`config.mk`:
```
export PLATFORM = sky130hd
export DESIGN_NAME = pe_weight_port_arbiter
export DESIGN_NICKNAME = d
export VERILOG_FILES = /design/src/rtl/pe_weight_port_arbiter.sv
export SDC_FILE = /design/constraint.sdc
export NUM_CORES = 1
export LEC_CHECK = 0
export CORE_MARGIN = 10
export CORE_UTILIZATION = 37
export CTS_CLUSTER_SIZE = 10
export DETAILED_ROUTE_END_ITERATION = 10
export PLACE_DENSITY = 0.57
export SLEW_MARGIN = 20
export SYNTH_ARGS = -nofsm -noshare
export SYNTH_HDL_FRONTEND = slang
export SYNTH_SLANG_ARGS = --single-unit
```
`constraint.sdc`:
```
create_clock -name clk -period 5.1 [get_ports clk]
set_clock_uncertainty 0.05 [all_clocks]
set_input_delay 1.275 -clock clk [delete_from_list [all_inputs] [get_ports clk]]
set_output_delay 1.275 -clock clk [all_outputs]
set_load 0.02 [all_outputs]
```
`src/rtl/pe_weight_port_arbiter.sv`:
```
// rtl/pe_weight_port_arbiter.sv - weight namespace write/read port arbiter
// Memory loads beat core write-backs; losing core writes wait in a pending FIFO flushed on eoc.
module pe_weight_port_arbiter #(
    parameter int peId             = 0,
    parameter int logNumPe         = 3,
    parameter int logNumPu         = 3,
    parameter int logNumPeMemLanes = 2,
    parameter int weightAddrLen    = 5,
    parameter int dataLen          = 16,
    parameter int pendDepthLog     = 2
) (
    input  logic                        clk,
    input  logic                        reset,
    input  logic                        eoc,
    input  logic                        mem_weight_wrt,
    input  logic [weightAddrLen-1:0]    mem_weight_wrt_addr,
    input  logic [dataLen-1:0]          mem_weight_wrt_data,
    input  logic                        core_weight_wrt,
    input  logic [weightAddrLen-1:0]    core_weight_wrt_addr,
    input  logic [dataLen-1:0]          core_weight_wrt_data,
    output logic                        core_weight_stall,
    input  logic                        mem_weight_rd_valid,
    input  logic [logNumPeMemLanes-1:0] peId_mem_in,
    input  logic [weightAddrLen-1:0]    weight_read_back_addr,
    input  logic [weightAddrLen-1:0]    core_weight_rd_addr,
    output logic                        ns_weight_wrt,
    output logic [weightAddrLen-1:0]    ns_weight_wrt_addr,
    output logic [dataLen-1:0]          ns_weight_wrt_data,
    output logic [weightAddrLen-1:0]    ns_weight_rd_addr,
    output logic                        readback_v,
    output logic                        core_rd_blocked,
    output logic                        core_rd_hazard,
    output logic [pendDepthLog:0]       pend_count,
    output logic                        overflow_err,
    output logic                        flush_done
);

    localparam int DEPTH = 1 << pendDepthLog;
    localparam int LANE_HI = logNumPe + logNumPu - 1;
    localparam logic [31:0] PE_ID = peId;
    localparam logic [logNumPeMemLanes-1:0] MY_LANE = PE_ID[LANE_HI -: logNumPeMemLanes];
    localparam logic [pendDepthLog:0] FULL_CNT = (pendDepthLog+1)'(DEPTH);

    typedef enum logic [1:0] {RUN, DRAIN, DONE} state_t;

    state_t state, state_next;
    logic [weightAddrLen-1:0] fifo_addr [DEPTH];
    logic [dataLen-1:0]       fifo_data [DEPTH];
    logic [pendDepthLog-1:0]  wr_ptr, rd_ptr;
    logic [pendDepthLog:0]    count;
    logic empty, full, deq, direct, enq_req, enq, drop, lane_hit;

    assign empty = (count == '0);
    assign full  = (count == FULL_CNT);

    // A core write only bypasses the FIFO when nothing older could be ahead of it.
    always_comb begin
        deq     = !mem_weight_wrt && !empty;
        direct  = core_weight_wrt && !mem_weight_wrt && empty;
        enq_req = core_weight_wrt && !direct;
        enq     = enq_req && !full;
        drop    = enq_req && full;
    end

    always_comb begin
        ns_weight_wrt      = 1'b0;
        ns_weight_wrt_addr = mem_weight_wrt_addr;
        ns_weight_wrt_data = mem_weight_wrt_data;
        if (mem_weight_wrt) begin
            ns_weight_wrt = 1'b1;
        end else if (!empty) begin
            ns_weight_wrt      = 1'b1;
            ns_weight_wrt_addr = fifo_addr[rd_ptr];
            ns_weight_wrt_data = fifo_data[rd_ptr];
        end else if (core_weight_wrt) begin
            ns_weight_wrt      = 1'b1;
            ns_weight_wrt_addr = core_weight_wrt_addr;
            ns_weight_wrt_data = core_weight_wrt_data;
        end
    end

    always_comb begin
        core_rd_hazard = 1'b0;
        for (int i = 0; i < DEPTH; i++) begin
            if ((pendDepthLog+1)'(i) < count &&
                fifo_addr[rd_ptr + pendDepthLog'(i)] == core_weight_rd_addr)
                core_rd_hazard = 1'b1;
        end
    end

    assign lane_hit          = mem_weight_rd_valid && (peId_mem_in == MY_LANE);
    assign ns_weight_rd_addr = lane_hit ? weight_read_back_addr : core_weight_rd_addr;
    assign core_rd_blocked   = lane_hit;
    assign core_weight_stall = full || (state != RUN);
    assign pend_count        = count;
    assign flush_done        = (state == DONE);

    always_ff @(posedge clk) begin
        if (enq) begin
            fifo_addr[wr_ptr] <= core_weight_wrt_addr;
            fifo_data[wr_ptr] <= core_weight_wrt_data;
        end
    end

    always_ff @(posedge clk) begin
        if (reset) begin
            wr_ptr       <= '0;
            rd_ptr       <= '0;
            count        <= '0;
            readback_v   <= 1'b0;
            overflow_err <= 1'b0;
            state        <= RUN;
        end else begin
            if (enq) wr_ptr <= wr_ptr + 1'b1;
            if (deq) rd_ptr <= rd_ptr + 1'b1;
            if (enq && !deq)      count <= count + 1'b1;
            else if (deq && !enq) count <= count - 1'b1;
            readback_v <= lane_hit;
            if (drop) overflow_err <= 1'b1;
            state <= state_next;
        end
    end

    // Emptiness is judged on the registered count, so an empty FIFO still spends one DRAIN cycle.
    always_comb begin
        state_next = state;
        case (state)
            RUN:     if (eoc) state_next = DRAIN;
            DRAIN:   if (empty) state_next = DONE;
            DONE:    state_next = RUN;
            default: state_next = RUN;
        endcase
    end

endmodule

```
==> parameters.txt, run 1 <==
Parameter                              Value

Status
  Run status    completed

Layout
  Area occupied by multi-input gates    1793 um^2
  Fin nets    463
  Final design area excluding fillers    6170 um^2
  Layout filler cell count    1,123
  Antenna cell count    0
  Share of post-route cells with drive strength above 1    0.1429
  Sequential standard cell area    2783 um^2
  Area grow syn2layout    29.49%
  Post-Route Utilization    0.4889

Setup path
  Data required time at the worst endpoint    3.77 ns
  Reg2Reg Capture Point    pend_count[2]
  Startpoint kind of the worst setup timing path    primary input
  Launch point of the critical path    core_weight_wrt
  Maximum fanout encountered on the critical timing path    19
  Cell-by-cell listing of the critical path    clkdlybuf4s50_1 > nor2b_1 > and2_2 > a222oi_1 > inv_1 > clkdlybuf4s50_1
  Kind of end point of the critical path    output pin
  Critical path start-end classification    in -> out
  Signal arrival time at the worst endpoint    3.52 ns
  Delay of the slowest cell on the worst path    0.60 ns
  Depth of the most critical reg-to-reg path    9
  Critical path capture point    ns_weight_wrt_addr[2]
  Most repeated library cell on the critical path    sky130_fd_sc_hd__clkdlybuf4s50_1
  Critical path depth in cells    6
  Worst flop-to-flop path startpoint    pend_count[0]
  Cell family with the largest share of critical-path delay    buffers and inverters
  Cell with the largest stage delay on the worst path    sky130_fd_sc_hd__clkdlybuf4s50_1
  Setup slack of the worst register-to-register path    2.43 ns
  Total buffers and inverters traversed by the critical path    3

Detailed routing
  Number of iterations in the first detailed-routing pass    4
  Number of routed nets with antenna violations    0
  Drt initial violations    301
  Total wire length after detailed routing    11,050 um
  Post-DR wirelength/cell    19.35 um
  Vias per inst    5.140
  Total DRC errors in the routed layout    0
  Total vias in the final route    2,935

Global route
  Total congestion overflow    0
  Global-route wire length before repair    17,430 um
  Global-route usage over all layers    0.1245
  Vias in the first global route    3,157
  Antenna violations before repair    0
  Largest net degree at the start of global routing    27

Pwr
  Leakage    2.103 nW
  Power density over cell area    452.7 nW/um^2
  Worst-case vdd ir drop    0.0002764 V
  Power consumption    2.793 mW

Logic synthesis
  Post-Synthesis Mean Instance Area    15.94 um^2
  Top-count cell post-synth    sky130_fd_sc_hd__edfxtp_1
  Post-Synthesis Cells    299
  Main area contributors after synthesis    sky130_fd_sc_hd__edfxtp_1 (53%), sky130_fd_sc_hd__mux4_2 (12%), sky130_fd_sc_hd__dfxtp_1 (5.5%), sky130_fd_sc_hd__mux4_1 (5.0%), sky130_fd_sc_hd__a222oi_1 (4.0%)
  Top FF cell, synth    sky130_fd_sc_hd__edfxtp_1
  Biggest area consumer among synthesized cells    sky130_fd_sc_hd__edfxtp_1
  FFs w/ async S/R, synth    0
  Distinct cells, synth    37
  Synth top area share    0.5294
  Count of state elements after synthesis    97
  Total of warnings raised by yosys    0
  Sequential element share of the synthesized area    0.5840
  Synthesized cell area    4765 um^2
  Number of synthesized flops with an enable pin    84
  Most used standard cells in the synthesized netlist    sky130_fd_sc_hd__edfxtp_1 (84), sky130_fd_sc_hd__mux4_2 (25), sky130_fd_sc_hd__inv_1 (24), sky130_fd_sc_hd__a222oi_1 (19), sky130_fd_sc_hd__xor2_1 (19)
  Net count after synthesis    368

Clock network
  Clk sinks    97
  Buffer levels on the longest clock path    2
  Library cell used as clock root buffer    sky130_fd_sc_hd__clkbuf_16
  Clock slew at the register clock pins of the worst setup and hold paths    0.07 ns
  TritonCTS clock tree    done
  Clock insertion delay at the later pin of the skew report    0.33 ns
  Max H-tree Level    3
  Number of buffers created by CTS    9

Timing
  Setup TNS Final    0 ns
  Pin slew with the least headroom to its limit    0.8453 ns
  Count of endpoints failing hold in the final timing report    0
  Timing-limited maximum frequency    206.4 MHz
  Post-route fraction of the period consumed by the critical path    0.9501
  Max-slew headroom at the worst pin    0.4357
  Final slew viol count    0
  Post-layout min period    4.846 ns
  Setup repair after global routing missed its margin    no
  Final setup violation count    0
  Final WS setup    0.2544 ns

Floorplan
  Die area    17,820 um^2
  Initial Utilization    0.3776
  Number of rows created at floorplan    41
  Area inside the core boundary    12,620 um^2
  Vert. Die Dim    133.5 um
  Die span in x    133.5 um
  Io pins    96

Placement
  Count of input and output buffers    95
  Cell area after placement    5893 um^2
  Pre-CTS setup slack    -0.05169 ns
  Estimated wirelength of the detail-placed design    7793 um
  Routability congestion estimate from global placement    0.7487

Job
  Max cap viols    0

Min path
  Kind of path behind the tightest hold check    reg -> reg
  Launch point of the worst hold path    state[1]
cell type report:
class | count | share of cell area
clock inverters | 6 | 0.006692
multi-input cells | 158 | 0.2906
flip-flops and latches | 97 | 0.4510
inverters | 24 | 0.01460
clock buffers | 10 | 0.03711
repair buffers | 104 | 0.1651
well taps | 172 | 0.03488
state kept, by name, indices dropped and copies added, names as in the netlist, named ones only:
signal / cells
fifo_data: 64
fifo_addr: 20
pend_count: 3
rd_ptr: 2
state: 2
wr_ptr: 2
overflow_err: 1
readback_v: 1
per-layer routing:
metal / wire, um / global-route usage / vias up
li1: - / - / 1380
met3: 870 / 0.04925 / 6
met4: 72 / 0.02781 / 0
met5: 0 / 0 / -
met1: 4649 / 0.1493 / 1452
met2: 5457 / 0.2062 / 97
metrics by stage:
stage               hold WS, ns  instances
floorplan                0.3873        299
global placement         0.3968        555
detailed placement       0.4177        555
CTS                      0.4245        571
global route             0.4413        571
finish                   0.4212        571
where the power goes:
part / internal, mW / total (mW) / switching, mW
Combinational: 0.559 / 1.11 / 0.548
Clock: 0.332 / 0.614 / 0.282
Sequential: 0.968 / 1.07 / 0.104
Total: 1.86 / 2.79 / 0.934
worst min-delay path by stage:
stage                     cells past startpoint  slack [ns]  endpoint
after floorplan                               1        0.39  state[0]
after global placement                        1        0.40  state[1]
after detailed placement                      1        0.42  state[1]
after CTS                                     1        0.42  state[1]
after global routing                          1        0.44  state[1]
final                                         1        0.42  state[1]
kinds of logic after synthesis:
| family | after synthesis | synth area share |
|---|---|---|
| DFF | 97 | 0.5840 |
| muxes | 46 | 0.1943 |
| buffers and inverters | 44 | 0.04097 |
| and+or+nand+nor | 41 | 0.04753 |
| AOI/OAI and AO/OA | 35 | 0.05987 |
| xor gates and xnor gates | 27 | 0.04963 |
| adders and majority gates | 9 | 0.02363 |
what timing repair did:
action | 4_1_cts | 5_1_grt
gates resized for setup | 2 | 0
endpoints found under the hold margin | 0 | 0
hold buffers | 0 | 0
endpoints found under the setup margin | 1 | 0
buffers inserted | 0 | 0
cells in the final DEF (no fill, tap or decap), types with 2 or more instances in the layout:
cell type and count:
sky130_fd_sc_hd__a31oi_1 2, sky130_fd_sc_hd__inv_6 2, sky130_fd_sc_hd__o21ai_0 5, sky130_fd_sc_hd__nand2b_1 2, sky130_fd_sc_hd__or3_1 2, sky130_fd_sc_hd__mux2i_1 7, sky130_fd_sc_hd__buf_4 9, sky130_fd_sc_hd__inv_1 24
sky130_fd_sc_hd__ha_1 9, sky130_fd_sc_hd__nor2b_1 3, sky130_fd_sc_hd__a222oi_1 19, sky130_fd_sc_hd__nor2_1 12, sky130_fd_sc_hd__dfxtp_1 13, sky130_fd_sc_hd__clkdlybuf4s50_1 95, sky130_fd_sc_hd__and2_1 4, sky130_fd_sc_hd__edfxtp_1 84
sky130_fd_sc_hd__a21oi_1 5, sky130_fd_sc_hd__clkbuf_16 9, sky130_fd_sc_hd__nor3_1 4, sky130_fd_sc_hd__mux2_2 5, sky130_fd_sc_hd__mux4_2 25, sky130_fd_sc_hd__nand2_1 5, sky130_fd_sc_hd__nor2_4 2, sky130_fd_sc_hd__xnor2_1 8
sky130_fd_sc_hd__clkinv_1 2, sky130_fd_sc_hd__nor4_1 2, sky130_fd_sc_hd__mux4_1 9, sky130_fd_sc_hd__xor2_1 19
Note: power is estimated with default switching activity, not from simulation.
==> inputs of run 2 (changes only) <==
--- a/config.mk
+++ b/config.mk
@@ -14,3 +14,4 @@
 export SYNTH_ARGS = -nofsm -noshare
 export SYNTH_HDL_FRONTEND = slang
 export SYNTH_SLANG_ARGS = --single-unit
+export TNS_END_PERCENT = 5
==> constraint.sdc (replaced) <==
create_clock -name clk -period 5.1 [get_ports clk]
set_clock_uncertainty 0.05 [all_clocks]
set_input_delay 1.02 -clock clk [delete_from_list [all_inputs] [get_ports clk]]
set_output_delay 1.02 -clock clk [all_outputs]
set_load 0.02 [all_outputs]
==> run 2 against run 1 <==
Compared with the run above: final area increased by 0.28%; register-to-register slack gained 0.04 ns; fmax rose by 12%; die area is the same; sequential cell count did not move; final cell count unchanged; utilization increased by 0.14 points; sequential share of layout area decreased by 0.13 points; combinational power about the same; critical path type unchanged; largest cell class unchanged; largest power group unchanged; highest routed layer unchanged.
==> parameters.txt, run 2 (synthesis gave the netlist of run 1 again) <==
Parameter                              Value

Detailed routing
  Total wire length after detailed routing    11,010 um
  Number of routed nets with antenna violations    0
  Total DRC errors in the routed layout    0
  Vias per inst    5.173
  Drt initial violations    221
  Post-DR wirelength/cell    19.28 um
  Number of iterations in the first detailed-routing pass    6
  Total vias in the final route    2,954

Min path
  Instance count along the most critical hold path    1
  Launch point of the worst hold path    state[1]
  Kind of path behind the tightest hold check    reg -> reg

Floorplan
  Vert. Die Dim    133.5 um
  Number of rows created at floorplan    41
  Die area    17,820 um^2
  Area inside the core boundary    12,620 um^2
  Die span in x    133.5 um
  Initial Utilization    0.3776
  Io pins    96

Layout
  Share of post-route cells with drive strength above 1    0.1454
  Antenna cell count    0
  Area grow syn2layout    29.86%
  Layout filler cell count    1,106
  Register with the most flip-flops    fifo_data
  Leading cell type in the layout, fill and taps excluded    sky130_fd_sc_hd__clkdlybuf4s50_1
  Largest register FFs    64
  Most frequent cells in the layout    sky130_fd_sc_hd__clkdlybuf4s50_1 (95), sky130_fd_sc_hd__edfxtp_1 (84), sky130_fd_sc_hd__mux4_2 (25)
  Fin nets    464

Global route
  Global-route usage over all layers    0.1256
  Largest net degree at the start of global routing    27
  Vias in the first global route    3,168
  Antenna violations before repair    0
  Total congestion overflow    0
  Global-route wire length before repair    17,550 um

Clock network
  TritonCTS clock tree    done
  Hold_buf cts    0
  Number of buffers created by CTS    9
  Clock insertion delay at the later pin of the skew report    0.34 ns
  Clk sinks    97
  Buffer levels on the longest clock path    2
  Count of cells resized by post-cts repair    0
  Clock slew at the register clock pins of the worst setup and hold paths    0.06 ns
  Max H-tree Level    3
  Library cell used as clock root buffer    sky130_fd_sc_hd__clkbuf_16
  Post-CTS Setup Repair Bufs    0

Pwr
  Power density over cell area    456.6 nW/um^2
  Leakage    2.119 nW
  Worst-case vdd ir drop    0.0001757 V

Setup path
  Worst flop-to-flop path startpoint    pend_count[0]
  Signal arrival time at the worst endpoint    3.24 ns
  Cell with the largest stage delay on the worst path    sky130_fd_sc_hd__clkdlybuf4s50_1
  Total buffers and inverters traversed by the critical path    4
  Cell-by-cell listing of the critical path    clkdlybuf4s50_1 > nor2b_1 > nor2_2 > buf_4 > a222oi_1 > inv_1 > clkdlybuf4s50_1
  Critical path depth in cells    7
  Delay of the slowest cell on the worst path    0.55 ns
  Maximum fanout encountered on the critical timing path    19
  Cell family with the largest share of critical-path delay    buffers and inverters
  Startpoint kind of the worst setup timing path    primary input
  Depth of the most critical reg-to-reg path    9
  Critical path start-end classification    in -> out
  Launch point of the critical path    core_weight_wrt
  Data required time at the worst endpoint    4.03 ns
  Kind of end point of the critical path    output pin
  Most repeated library cell on the critical path    sky130_fd_sc_hd__clkdlybuf4s50_1

Timing
  Setup repair after global routing missed its margin    no
  Post-route fraction of the period consumed by the critical path    0.8446
  Final setup violation count    0
  Max-slew headroom at the worst pin    0.4178
  Count of endpoints failing hold in the final timing report    0
  Pin slew with the least headroom to its limit    0.8721 ns
  Setup TNS Final    0 ns
  Post-layout min period    4.307 ns
  Final WS setup    0.7926 ns
  Final slew viol count    0
  Timing-limited maximum frequency    232.2 MHz

Placement
  Pre-CTS setup slack    0.7372 ns
  Routability congestion estimate from global placement    0.6888
  Estimated wirelength of the detail-placed design    7781 um
  Count of input and output buffers    95

Job
  Max cap viols    0

Status
  Run status    completed
run 2: path summary, 6_finish.rpt:
path	to	slack, ns
max	ns_weight_wrt_addr[2]	0.79
min	state[0]	0.42
min reg2reg	state[0]	0.42
max reg2reg	pend_count[2]	2.47
run 2: layout make-up:
class | instances | area (um^2) | area share
Inverter | 24 | 90.09 | 0.01456
Timing Repair Buffer | 105 | 1026 | 0.1658
Tap cell | 172 | 215.2 | 0.03478
Clock buffer | 10 | 229.0 | 0.03701
Clock inverter | 5 | 57.56 | 0.009302
Multi-Input combinational cell | 158 | 1787 | 0.2888
Sequential cell | 97 | 2783 | 0.4497
run 2: power by group:
group          switching, mW  internal (mW)  leakage, nW  total (mW)
registers              0.102          0.969        0.872        1.07
logic                  0.544          0.563         1.11        1.11
clock network          0.271          0.377        0.142       0.648
run 2: stage by stage:
step           instance area (um^2)  utilization  instances  hold WS (ns)  total power [mW]
3_5_place_dp                   5901       0.4676        556        0.4137             2.218
5_1_grt                        6187       0.4903        571        0.4597             2.996
4_1_cts                        6187       0.4903        571        0.4227             2.873
3_3_place_gp                   5901       0.4676        556        0.3974             2.205
6_report                       6187       0.4903        571        0.4187             2.825
2_1_floorplan                  4765            -        299        0.3873             1.797
run 2: per-layer routing:
layer | vias to the layer above | share of wire | global-route usage
li1 | 1380 | - | -
met1 | 1484 | 0.45 | 0.1567
met2 | 86 | 0.48 | 0.2043
met3 | 4 | 0.068 | 0.04323
met4 | 0 | 0.0043 | 0.03083
met5 | - | 0 | 0
